## src/rtl/slip_rx.sv

```systemverilog
// -----------------------------------------------------------------------------
// slip_rx : SLIP (RFC 1055) frame decoder for the firmware-update UART path.
//
// Takes raw UART bytes, strips END (0xC0) delimiters, undoes ESC (0xDB)
// sequences and presents decoded payload bytes on a valid/ready stream.
// It also reports good frames (with their decoded length) and aborted
// frames to the packet parser.
//
// Handshake rule (both streams): a byte moves on a rising clk edge where
// valid && ready are both high; valid never depends on ready.
//
// Parameters:
//   MAX_LEN  - maximum decoded payload bytes per frame (one more = error)
//   LEN_W    - width of the length counter / frame_len, must hold MAX_LEN
//
// Ports:
//   clk, rst_n          - clock, asynchronous active-low reset
//   in_data/in_valid    - raw byte stream from the UART receiver
//   in_ready            - high only while the output register is empty
//   out_data/out_first  - decoded byte, out_first marks a frame's first byte
//   out_valid/out_ready - output stream handshake
//   frame_end           - one-cycle pulse, frame completed normally
//   frame_len           - decoded length of the last good frame (held)
//   frame_err           - one-cycle pulse, frame aborted
//   stat_frames/stat_errors - wrapping event counters, present only when
//                         SLIP_RX_STATS_EN is defined
//
// Optional feature macro: SLIP_RX_STATS_EN
// -----------------------------------------------------------------------------
module slip_rx #(
  parameter int MAX_LEN = 1024,
  parameter int LEN_W   = 11
) (
  input  logic             clk,
  input  logic             rst_n,
  input  logic [7:0]       in_data,
  input  logic             in_valid,
  output logic             in_ready,
  output logic [7:0]       out_data,
  output logic             out_first,
  output logic             out_valid,
  input  logic             out_ready,
  output logic             frame_end,
  output logic [LEN_W-1:0] frame_len,
  output logic             frame_err
`ifdef SLIP_RX_STATS_EN
  ,
  output logic [15:0]      stat_frames,
  output logic [15:0]      stat_errors
`endif
);

  typedef enum logic [1:0] {
    S_HUNT = 2'd0,
    S_DATA = 2'd1,
    S_ESC  = 2'd2
  } state_t;

  localparam logic [7:0] END_B   = 8'hC0;
  localparam logic [7:0] ESC_B   = 8'hDB;
  localparam logic [7:0] ESC_END = 8'hDC;
  localparam logic [7:0] ESC_ESC = 8'hDD;
  localparam logic [LEN_W-1:0] MAX_LEN_C = LEN_W'(MAX_LEN);

  state_t           state_q,     state_d;
  logic [LEN_W-1:0] len_q,       len_d;
  logic [7:0]       out_data_q,  out_data_d;
  logic             out_first_q, out_first_d;
  logic             out_valid_q, out_valid_d;
  logic             frame_end_q, frame_end_d;
  logic             frame_err_q, frame_err_d;
  logic [LEN_W-1:0] frame_len_q, frame_len_d;

  logic       accept;
  logic       emit;
  logic [7:0] emit_byte;

  // Only accept while the output register is empty. This also guarantees
  // that an END is never consumed before the last payload byte has drained.
  assign in_ready = !out_valid_q;
  assign accept   = in_valid && in_ready;

  always_comb begin
    state_d     = state_q;
    len_d       = len_q;
    out_data_d  = out_data_q;
    out_first_d = out_first_q;
    out_valid_d = out_valid_q && !out_ready;
    frame_end_d = 1'b0;
    frame_err_d = 1'b0;
    frame_len_d = frame_len_q;
    emit        = 1'b0;
    emit_byte   = in_data;

    if (accept) begin
      case (state_q)
        S_HUNT: begin
          if (in_data == END_B) begin
            state_d = S_DATA;
            len_d   = '0;
          end
        end
        S_DATA: begin
          if (in_data == END_B) begin
            // Back-to-back ENDs (empty frames) are silently ignored.
            if (len_q != '0) begin
              frame_end_d = 1'b1;
              frame_len_d = len_q;
              len_d       = '0;
            end
          end else if (in_data == ESC_B) begin
            state_d = S_ESC;
          end else begin
            emit = 1'b1;
          end
        end
        S_ESC: begin
          if (in_data == ESC_END) begin
            emit      = 1'b1;
            emit_byte = END_B;
            state_d   = S_DATA;
          end else if (in_data == ESC_ESC) begin
            emit      = 1'b1;
            emit_byte = ESC_B;
            state_d   = S_DATA;
          end else if (in_data == END_B) begin
            // END right after ESC aborts but also opens a fresh frame.
            frame_err_d = 1'b1;
            len_d       = '0;
            state_d     = S_DATA;
          end else begin
            frame_err_d = 1'b1;
            len_d       = '0;
            state_d     = S_HUNT;
          end
        end
        default: state_d = S_HUNT;
      endcase

      if (emit) begin
        if (len_q == MAX_LEN_C) begin
          // Overflow: drop the byte, abort, wait for the next END.
          frame_err_d = 1'b1;
          len_d       = '0;
          state_d     = S_HUNT;
        end else begin
          out_data_d  = emit_byte;
          out_first_d = (len_q == '0);
          out_valid_d = 1'b1;
          len_d       = len_q + 1'b1;
        end
      end
    end
  end

  always_ff @(posedge clk or negedge rst_n) begin
    if (!rst_n) begin
      state_q     <= S_HUNT;
      len_q       <= '0;
      out_data_q  <= '0;
      out_first_q <= 1'b0;
      out_valid_q <= 1'b0;
      frame_end_q <= 1'b0;
      frame_err_q <= 1'b0;
      frame_len_q <= '0;
    end else begin
      state_q     <= state_d;
      len_q       <= len_d;
      out_data_q  <= out_data_d;
      out_first_q <= out_first_d;
      out_valid_q <= out_valid_d;
      frame_end_q <= frame_end_d;
      frame_err_q <= frame_err_d;
      frame_len_q <= frame_len_d;
    end
  end

  assign out_data  = out_data_q;
  assign out_first = out_first_q;
  assign out_valid = out_valid_q;
  assign frame_end = frame_end_q;
  assign frame_err = frame_err_q;
  assign frame_len = frame_len_q;

`ifdef SLIP_RX_STATS_EN
  logic [15:0] stat_frames_q, stat_frames_d;
  logic [15:0] stat_errors_q, stat_errors_d;

  // Counters follow the registered pulses and wrap naturally at 0xFFFF.
  always_comb begin
    stat_frames_d = stat_frames_q + {15'd0, frame_end_q};
    stat_errors_d = stat_errors_q + {15'd0, frame_err_q};
  end

  always_ff @(posedge clk or negedge rst_n) begin
    if (!rst_n) begin
      stat_frames_q <= '0;
      stat_errors_q <= '0;
    end else begin
      stat_frames_q <= stat_frames_d;
      stat_errors_q <= stat_errors_d;
    end
  end

  assign stat_frames = stat_frames_q;
  assign stat_errors = stat_errors_q;
`endif

endmodule

```

## config.mk

```make
export PLATFORM = sky130hd
export DESIGN_NAME = slip_rx
export DESIGN_NICKNAME = d
export VERILOG_FILES = /design/src/rtl/slip_rx.sv
export SDC_FILE = /design/constraint.sdc
export NUM_CORES = 1
export LEC_CHECK = 0
export ABC_AREA = 1
export CAP_MARGIN = 20
export CORE_MARGIN = 2
export CORE_UTILIZATION = 53
export CTS_CLUSTER_SIZE = 25
export DETAILED_ROUTE_END_ITERATION = 8
export PLACE_DENSITY_LB_ADDON = 0.25
export SYNTH_ARGS = -nofsm -noshare
export SYNTH_HDL_FRONTEND = slang
export SYNTH_SLANG_ARGS = --single-unit
```

## constraint.sdc

```tcl
create_clock -name clk -period 2.1 [get_ports clk]
set_clock_uncertainty 0.1 [all_clocks]
set_input_delay 0.21 -clock clk [delete_from_list [all_inputs] [get_ports clk]]
set_output_delay 0.21 -clock clk [all_outputs]
set_load 0.005 [all_outputs]
```

==> summary.txt, run 1 <==
Floorplan
  • Die width: 67.0 µm
  • IO Count: 36
  • Initial Utilization: ~56%
  • Cell Rows: 22
  • Die Ht: approximately 67 µm
  • DIE AREA: between 4000 and 5000 µm²
  • Core area: 3740 µm²

STA
  • RSZ-0062 raised after global routing: no
  • Final setup viols: 0
  • Hold Slack: around 0.24 ns
  • Slew headroom: between 70% and 80%
  • Final hold violation count: 0
  • Final Max Slew Viols: 0
  • Final Cycle Share: between 80% and 90%
  • Worst-margin pin slew: between 0.4 and 0.5 ns
  • Clock period minus worst slack: approximately 1.8 ns
  • Maximum clock rate: between 500 and 600 MHz
  • Setup TNS: 0 ns

Power
  • Comb power frac: roughly 20%
  • Cell-internal power: between 1 and 1.5 mW
  • Sw Pwr: around 0.45 mW
  • Leakage: roughly 1.3 nW
  • PD cells: 615 nW/µm²
  • Total power: around 1.6 mW
  • Clock power share: roughly 33%
  • Worst VDD drop: about 0.35 mV
  • Sw Share: roughly 28%
  • Reg power frac: a little under half

Route
  • Post-DRT Antenna Nets: 0
  • Via/cell ratio: slightly above 5
  • Via Count: roughly 1800
  • DRC errors left: 0
  • Drt pass-1 iters: 4
  • Routed wire length per instance: between 10 and 15 µm
  • Detailed Route Iter0 Violations: around 130
  • DRT Wirelength: approximately 4300 µm

Synth
  • Post-synthesis xor/xnor area fraction: just under 3%
  • Ys async rst share: 100%
  • Synth cell count leaders: nand2_1 (95), dfrtp_1 (36), nand3_1 (32)
  • Post-Syn Instances: around 270
  • Mean post-synth cell area: between 7 and 8 µm²
  • Yosys warning count: 0
  • Simple-gate share of the synthesized area: 35.5%
  • Adder-Cell Fraction of Synth Area: between 4 and 5%
  • Mapped Area: approximately 2100 µm²
  • Yosys reg bits: 36
  • Top post-synthesis cells by area: dfrtp_1 (43%), nand2_1 (17%), nand3_1 (7.6%)
  • Synth area leader: dfrtp_1
  • Synth Flop Type: dfrtp_1
  • Mux cell area share after synthesis: 0%
  • Post-synth net total: 293
  • Complex-gate fraction of the synthesized area: 6.24%
  • Number of flops mapped to enable cells by yosys: 0
  • Largest family of logic cells by synthesized area: simple AND/OR/NAND/NOR gates
  • Register area share after synthesis: 42.8%
  • Unique masters post-synth: 25
  • Most frequent cell after synthesis: nand2_1
  • Area share of the leading cell type in the synthesized netlist: a little over two fifths

CTS
  • Post-CTS sizing: 0
  • CTS tree: done
  • TritonCTS Buffers: 5
  • Htree depth: 2
  • CTS root buf: clkbuf_8
  • Setup Buffers After CTS: 0
  • Clk buf depth: 2
  • Worst-Skew Late Latency: 0.29 ns
  • Clock sinks: 36
  • Clock-pin slew on the worst setup and hold paths: around 0.07 ns
  • Post-CTS Hold Buffers: 0

Worst setup path
  • WP depth: 7
  • Worst path top cell family by delay: simple AND/OR/NAND/NOR gates
  • R2r setup slk: between 0.2 and 0.3 ns
  • Required time worst endpoint: 2.15 ns
  • Worst path bufs/invs: 1
  • Type of origin of the critical path: flop
  • Crit Path Class: flop to flop
  • Worst path cell trace: inv_1 -> ha_1 -> nand3_1 -> nor2_2 -> nand3_2 -> nand4_4 -> o21ai_0
  • Crit. End Element: flop
  • Critical path arrival: roughly 1.9 ns
  • Reg2Reg Depth: 7
  • Crit Path Max Fanout: 16
  • CP max-delay cell: dfrtp_1
  • Max incr delay on CP: a little over 0.4 ns

GRT
  • Vias in the first global route: approximately 1600
  • All-layer global routing usage: a little over a fifth
  • Met2 usage: between 30% and 40%
  • GR Overflow Total: 0
  • First-pass GRT wire length: 7200 µm
  • Pin count of the biggest net entering global routing: 37
  • GR Util met1: between 30% and 40%
  • Initial antenna violation count: 0
  • M3 GR Usage: around 5.2%
  • GR peak layer: met2

Placement
  • Final HPWL DP: about 3200 µm
  • Routability Congestion: around 0.94
  • IO Port Bufs: 35

Finish
  • Fin util: roughly 70%
  • Nets: 332
  • Fraction of layout instances using a drive strength above 1: between 10% and 20%
  • Area growth from synthesis to layout: 23.3%
  • Antenna cells: 0

Flow run
  • Number of max-cap violations: 0

Run status
  • Status: finished, final reports clean

Min path
  • Hold Path Class: input pin to asynchronous set/reset pin
[cells in the final DEF (no fill, tap or decap), drive strengths merged]
cell type / instances
nand2: 100
dfrtp: 36
clkdlybuf4s50: 35
nand3: 33
inv: 30
nor2: 25
o21ai: 18
xor2: 7
ha: 7
clkbuf: 7
buf: 5
nand4: 4
a21oi: 3
nor3: 2
o31ai: 1
clkinvlp: 1
[state kept, by name, indices dropped and copies added, names as in the netlist]
name       flops
out_data       8
frame_len     11
out_first      1
frame_end      1
out_valid      1
frame_err      1
len_q         11
state_q        2
[area by class of cell]
class | count | area (µm²)
well taps | 48 | 60.1
inverters | 30 | 113
clock buffers | 7 | 86.3
fillers | 328 | 1150
multi-input cells | 200 | 1030
clock inverters | 1 | 7.51
repair buffers | 40 | 400
flip-flops and latches | 36 | 901
[worst reg2reg max path, delay by kind of cell (launching register included)]
family,cells,cell delay [ns]
DFF,1,0.41
AOI/OAI and AO/OA,1,0.16
and+or+nand+nor,4,0.74
adders and majority gates,1,0.15
buffers and inverters,1,0.11
[worst paths after layout]
| path | startpoint | to |
|---|---|---|
| min in group clk | out_data[0]$_DFFE_PN0P_ | out_data[0]$_DFFE_PN0P_ |
| hold reg to reg | out_data[0]$_DFFE_PN0P_ | out_data[0]$_DFFE_PN0P_ |
| hold / removal | rst_n | out_data[1]$_DFFE_PN0P_ |
| max in group asynchronous | rst_n | frame_len[0]$_DFFE_PN0P_ |
| setup / recovery | len_q[0]$_DFFE_PN0P_ | out_valid$_DFF_PN0_ |
| setup reg to reg | len_q[0]$_DFFE_PN0P_ | out_valid$_DFF_PN0_ |
[stage by stage]
step	cell area, µm²	std cells	setup slack [ns]
after floorplan	2100	274	0.488
after global placement	2500	354	0.0643
after detailed placement	2500	354	0.0428
after CTS	2590	362	0.276
after global routing	2590	362	0.131
final	2590	362	0.285
[logic make-up (layout without fill, tap and decap cells)]
logic type / count (synthesis) / in the layout
xor+xnor: 7 / 7
buf+inv: 38 / 78
flops: 36 / 36
simple gates: 164 / 164
compound gates: 22 / 22
fa+ha+maj: 7 / 7
[power groups by stage]
stage                     Clock [mW]  Combinational, mW  Sequential, mW
after floorplan                    0              0.179           0.773
after global placement             0              0.317           0.769
after detailed placement           0              0.322           0.771
after CTS                      0.531              0.323           0.757
after global routing           0.559              0.358           0.761
final                          0.520              0.320           0.756
[per-layer routing]
layer  share of wire (%)  vias to the layer above
met1                  49                      825
met5                   0                        -
met3                 6.9                        5
met4                 1.2                        0
met2                  43                       62
li1                    -                      944
No activity file was read; power rests on OpenSTA's default activity.
==> run 2: changes to the inputs <==
GPL_TIMING_DRIVEN = 0   (was not set)
==> run 2 against run 1 <==
  * Combinational power is 2% higher
  * Sequential power hardly changed
  * Critical path type unchanged
  * First-iteration DRC count is 22% higher
  * Clock power is 5.0% lower
  * Routed wire length is 5.6% higher
==> summary.txt, run 2 (same netlist as run 1, synthesis figures left out) <==
Route
  • Post-DRT Antenna Nets: 0
  • DRT Wirelength: about 4500 µm
  • Routed wire length per instance: 12.3 µm
  • Detailed Route Iter0 Violations: around 160
  • DRC errors left: 0
  • Via Count: about 1900
  • Drt pass-1 iters: 4
  • Via/cell ratio: 5.08

Worst setup path
  • Type of origin of the critical path: flop
  • Critical path arrival: around 2.0 ns
  • R2r setup slk: approximately 0.29 ns
  • Reg2Reg Depth: 9
  • Reg-to-Reg Start: len_q[0]$_DFFE_PN0P_
  • Crit Path Max Fanout: 10
  • Required time worst endpoint: ~2.2 ns
  • Reg2reg end: out_data[1]$_DFFE_PN0P_
  • Crit Path Class: flop to flop
  • CP startpoint: len_q[0]$_DFFE_PN0P_
  • Critical path endpoint: out_data[1]$_DFFE_PN0P_
  • Crit. End Element: flop

CTS
  • Post-CTS sizing: 0
  • Setup Buffers After CTS: 0
  • CTS root buf: clkbuf_8
  • Worst-Skew Late Latency: approximately 0.29 ns
  • Clk buf depth: 2
  • Htree depth: 2
  • Clock-pin slew on the worst setup and hold paths: around 0.080 ns
  • TritonCTS Buffers: 5
  • Clock sinks: 36
  • CTS tree: done

STA
  • Clock period minus worst slack: ~1.8 ns
  • RSZ-0062 raised after global routing: no
  • Setup TNS: 0 ns
  • Final hold violation count: 0
  • Final setup viols: 0
  • Slew headroom: between 40% and 50%
  • Final Max Slew Viols: 0
  • Worst-margin pin slew: around 0.80 ns
  • Maximum clock rate: about 550 MHz
  • Final Cycle Share: roughly 86%

Floorplan
  • Cell Rows: 22
  • Initial Utilization: 56.2%
  • Core area: 3740 µm²
  • IO Count: 36
  • Die width: 67.0 µm
  • Die Ht: 67.0 µm
  • DIE AREA: approximately 4500 µm²

Finish
  • Antenna cells: 0
  • Fraction of layout instances using a drive strength above 1: around 14%
  • Most common cell after layout, fill and taps aside: nand2_1
  • Post-route insts no fill: 366
  • Seq. cell area: between 900 and 1000 µm²
  • Number of fill cells: about 320
  • Nets: roughly 340
  • Fin util: 69.7%
  • Multi-input combinational cell area: about 1000 µm²
  • Area growth from synthesis to layout: 23.9%
  • Most frequent cells in the layout: nand2_1 (95), dfrtp_1 (36), clkdlybuf4s50_1 (34), nand3_1 (32), inv_1 (28)
  • Fin area: between 2000 and 3000 µm²

GRT
  • All-layer global routing usage: between 20% and 30%
  • Initial antenna violation count: 0
  • Pin count of the biggest net entering global routing: 37
  • GR Overflow Total: 0
  • First-pass GRT wire length: 7810 µm
  • Vias in the first global route: 1729

Power
  • Worst VDD drop: 0.318 mV
  • Leakage: around 1.3 nW
  • Cell-internal power: around 1.1 mW
  • Sw Pwr: roughly 0.46 mW
  • Comb power frac: 20.6%
  • Sw Share: between 20 and 30%
  • PD cells: 605 nW/µm²
  • Total power: 1.58 mW
  • Clock power share: a little under a third
  • Reg power frac: slightly below 50%

Placement
  • Cells after DPL: ~360
  • Routability Congestion: 0.850
  • Final HPWL DP: 3400 µm
  • IO Port Bufs: 35
  • Placed inst area: ~2500 µm²

Flow run
  • Number of max-cap violations: 0

Min path
  • Hold Path Class: input pin to flop

Run status
  • Status: finished, final reports clean
-- run 2: changes by cell type in the layout (fill, tap and decap cells not counted), moves of 2 or more --
cell and change:
buf_6 +3, buf_2 +3, buf_4 -3, clkinv_2 +2
-- run 2: cell type report --
type,count,area share (%)
Buffer,8,2.45
Clock buffer,5,2.64
Clock inverter,3,0.720
Inverter,30,4.32
Multi-Input combinational cell,200,39.4
Sequential cell,36,34.5
Tap cell,48,2.30
Timing Repair Buffer,36,13.6
-- run 2: how the worst min path moves through the flow --
stage / start / to / slack [ns] / cells after the start
after detailed placement: rst_n / out_data[3]$_DFFE_PN0P_ / 0.24 / 1
after floorplan: rst_n / frame_end$_DFF_PN0_ / -0.19 / 0
after global placement: out_data[6]$_DFFE_PN0P_ / out_data[6]$_DFFE_PN0P_ / 0.36 / 2
after global routing: out_ready / out_valid$_DFF_PN0_ / 0.38 / 2
final: out_ready / out_valid$_DFF_PN0_ / 0.37 / 2
after CTS: out_ready / out_valid$_DFF_PN0_ / 0.38 / 2
-- run 2: layer usage --
metal / vias up / GRT usage (%) / part of all wire [%]
met4: 0 / 6.89 / 1.3
met1: 841 / 32.3 / 47
met3: 8 / 3.89 / 6.0
li1: 950 / - / -
met5: - / 0 / 0
met2: 59 / 35.5 / 45
-- run 2: critical path, cell delays in order, from the launching register on --
cell and delay (ns):
dfrtp_1 0.41, inv_1 0.12, ha_1 0.15, nand3_1 0.08
nor2_2 0.19, nand3_2 0.18, nand4_4 0.19, buf_6 0.17
nand2_1 0.07, nand2_1 0.08
-- run 2: timing repair --
item / CTS / global route
endpoints found under the setup margin: 0 / 0
hold endpoints to repair: 36 / 0
hold buffers: 1 / 0
-- run 2: stage by stage --
stage / setup slack [ns] / hold WS, ns
after floorplan: 0.488 / -0.186
after global placement: -0.0456 / 0.364
after detailed placement: 0.0558 / 0.245
after CTS: 0.264 / 0.379
after global routing: 0.122 / 0.375
final: 0.287 / 0.374
-- run 2: power groups by stage --
stage	clock network [mW]	registers, mW	logic [mW]
3_3_place_gp	0	0.770	0.319
2_1_floorplan	0	0.773	0.179
6_report	0.494	0.758	0.325
3_5_place_dp	0	0.773	0.323
4_1_cts	0.497	0.760	0.328
5_1_grt	0.525	0.765	0.362
==> run 3: changes to the inputs <==
CORE_MARGIN = not set   (was 2)
==> run 3 against run 2 <==
  * Fmax shrank 0.69%
  * Critical path depth decreased by 1
  * Count of clock-buffer cells in the layout is 2 higher
  * Die area decreased by 5.9%
  * Register-to-register slack is essentially flat
  * Hold slack improved by 0.010 ns
  * Non-clock buffer count stayed put
  * Cell count did not move
  * Via count is 1.2% higher
  * Utilization up 0.17 points
  * Global-route usage up 0.31 points
  * Setup slack lost 0.013 ns
  * Critical endpoint is now out_valid$_DFF_PN0_
==> summary.txt, run 3 (same netlist as run 1, synthesis figures left out) <==
Finish
  • Antenna cells: 0
  • Fin area: roughly 2600 µm²
  • Seq. cell area: 901 µm²
  • Multi-input combinational cell area: roughly 1000 µm²
  • Fraction of layout instances using a drive strength above 1: a little over an eighth
  • Post-route insts no fill: ~370
  • Number of fill cells: about 330
  • Nets: between 300 and 400
  • Most frequent cells in the layout: nand2_1 (95), dfrtp_1 (36), clkdlybuf4s50_1 (34), nand3_1 (32), inv_1 (28)
  • Area growth from synthesis to layout: 24.2%
  • Most common cell after layout, fill and taps aside: nand2_1
  • Fin util: a little over two thirds

Power
  • Leakage: about 1.3 nW
  • PD cells: between 600 and 700 nW/µm²
  • Worst VDD drop: between 0.5 and 0.6 mV

Worst setup path
  • Crit Path Class: flop to flop
  • Crit Path Max Fanout: 10
  • Critical path arrival: about 1.9 ns
  • CP max-delay cell: dfrtp_1
  • Required time worst endpoint: about 2.2 ns
  • Worst path cell trace: inv_1 -> ha_1 -> nand3_1 -> nor2_2 -> nand3_2 -> nand4_4 -> buf_6 -> o21ai_0
  • Max incr delay on CP: between 0.4 and 0.5 ns
  • Crit. End Element: flop
  • Type of origin of the critical path: flop

STA
  • Final Max Slew Viols: 0
  • Final Cycle Share: 86.9%
  • RSZ-0062 raised after global routing: no
  • Clock period minus worst slack: between 1.5 and 2 ns
  • Worst-margin pin slew: 0.787 ns
  • Final setup viols: 0
  • Hold Slack: around 0.38 ns
  • Maximum clock rate: 548 MHz
  • Setup TNS: 0 ns
  • Slew headroom: 47.6%
  • Final hold violation count: 0

CTS
  • Clk buf depth: 2
  • TritonCTS Buffers: 5
  • Htree depth: 2
  • Post-CTS sizing: 0
  • CTS root buf: clkbuf_8
  • Clock-pin slew on the worst setup and hold paths: around 0.070 ns
  • Clock sinks: 36
  • CTS tree: done
  • Worst-Skew Late Latency: about 0.28 ns

Placement
  • Placed inst area: 2510 µm²
  • IO Port Bufs: 35
  • Routability Congestion: between 0.8 and 0.9
  • Cells after DPL: around 360
  • Final HPWL DP: 3330 µm

Floorplan
  • DIE AREA: 4230 µm²
  • Die width: roughly 65 µm
  • Cell Rows: 22
  • Core area: roughly 3700 µm²
  • Initial Utilization: 56.2%
  • IO Count: 36
  • Die Ht: around 65 µm

Route
  • Post-DRT Antenna Nets: 0
  • DRT Wirelength: around 4500 µm
  • Routed wire length per instance: between 10 and 15 µm
  • Via/cell ratio: about 5.1
  • Detailed Route Iter0 Violations: about 130
  • DRC errors left: 0
  • Drt pass-1 iters: 4
  • Via Count: 1881

GRT
  • Met2 usage: a little over a third
  • All-layer global routing usage: between 20% and 30%
  • GR Util met1: 32.7%
  • Initial antenna violation count: 0
  • Pin count of the biggest net entering global routing: 37
  • GR Overflow Total: 0
  • GR peak layer: met2
  • Vias in the first global route: approximately 1700
  • First-pass GRT wire length: 7530 µm
  • M3 GR Usage: 5.11%

Run status
  • Status: finished, final reports clean

Flow run
  • Number of max-cap violations: 0

Min path
  • Hold Path Class: flop to flop
## run 3: stage by stage
step	worst slack, ns	power (mW)
final	0.274	1.59
after global routing	0.132	1.67
after CTS	0.259	1.60
after detailed placement	0.0269	1.10
after global placement	-0.0483	1.09
after floorplan	0.488	0.952
## run 3: final timing paths
check	from	to	slack, ns	cells past startpoint
min	out_data[0]$_DFFE_PN0P_	out_data[0]$_DFFE_PN0P_	0.38	2
min in group asynchronous	rst_n	out_data[5]$_DFFE_PN0P_	0.44	2
max in group asynchronous	rst_n	len_q[1]$_DFFE_PN0P_	0.94	2
min reg2reg	out_data[0]$_DFFE_PN0P_	out_data[0]$_DFFE_PN0P_	0.38	2
max reg2reg	len_q[0]$_DFFE_PN0P_	out_valid$_DFF_PN0_	0.27	8
max	len_q[0]$_DFFE_PN0P_	out_valid$_DFF_PN0_	0.27	8
## run 3: final cells by class
cell class | count | area share (%)
Clock buffer | 7 | 3.30
Multi-Input combinational cell | 200 | 39.3
Clock inverter | 1 | 0.287
Inverter | 30 | 4.31
Buffer | 8 | 2.44
Tap cell | 48 | 2.30
Timing Repair Buffer | 36 | 13.6
Sequential cell | 36 | 34.5
## run 3: report_power, final
group	total (mW)	switching [mW]	internal (mW)	leakage, nW
clock network	0.506	0.240	0.266	0.0445
logic	0.322	0.170	0.153	0.759
registers	0.760	0.0269	0.733	0.501
total	1.59	0.436	1.15	1.30
## run 3: critical path: cells and delay by family (launching register included)
family	cells	cell delay (ns)
AO/OA/AOI/OAI	1	0.10
adder cells (fa/ha/maj)	1	0.16
buffers and inverters	2	0.29
flip-flops	1	0.41
AND/OR/NAND/NOR	4	0.65
## run 3: what timing repair did
action / in CTS / in global routing
hold endpoints to repair: 36 / 0
hold buffers: 1 / 0
buffers inserted: 0 / 0
## run 3: layer usage
metal | up-vias | wire (µm) | share of wire, %
met5 | - | 0 | 0
li1 | 945 | - | -
met3 | 4 | 248 | 5.5
met1 | 880 | 2150 | 48
met2 | 52 | 2090 | 46
met4 | 0 | 23 | 0.51
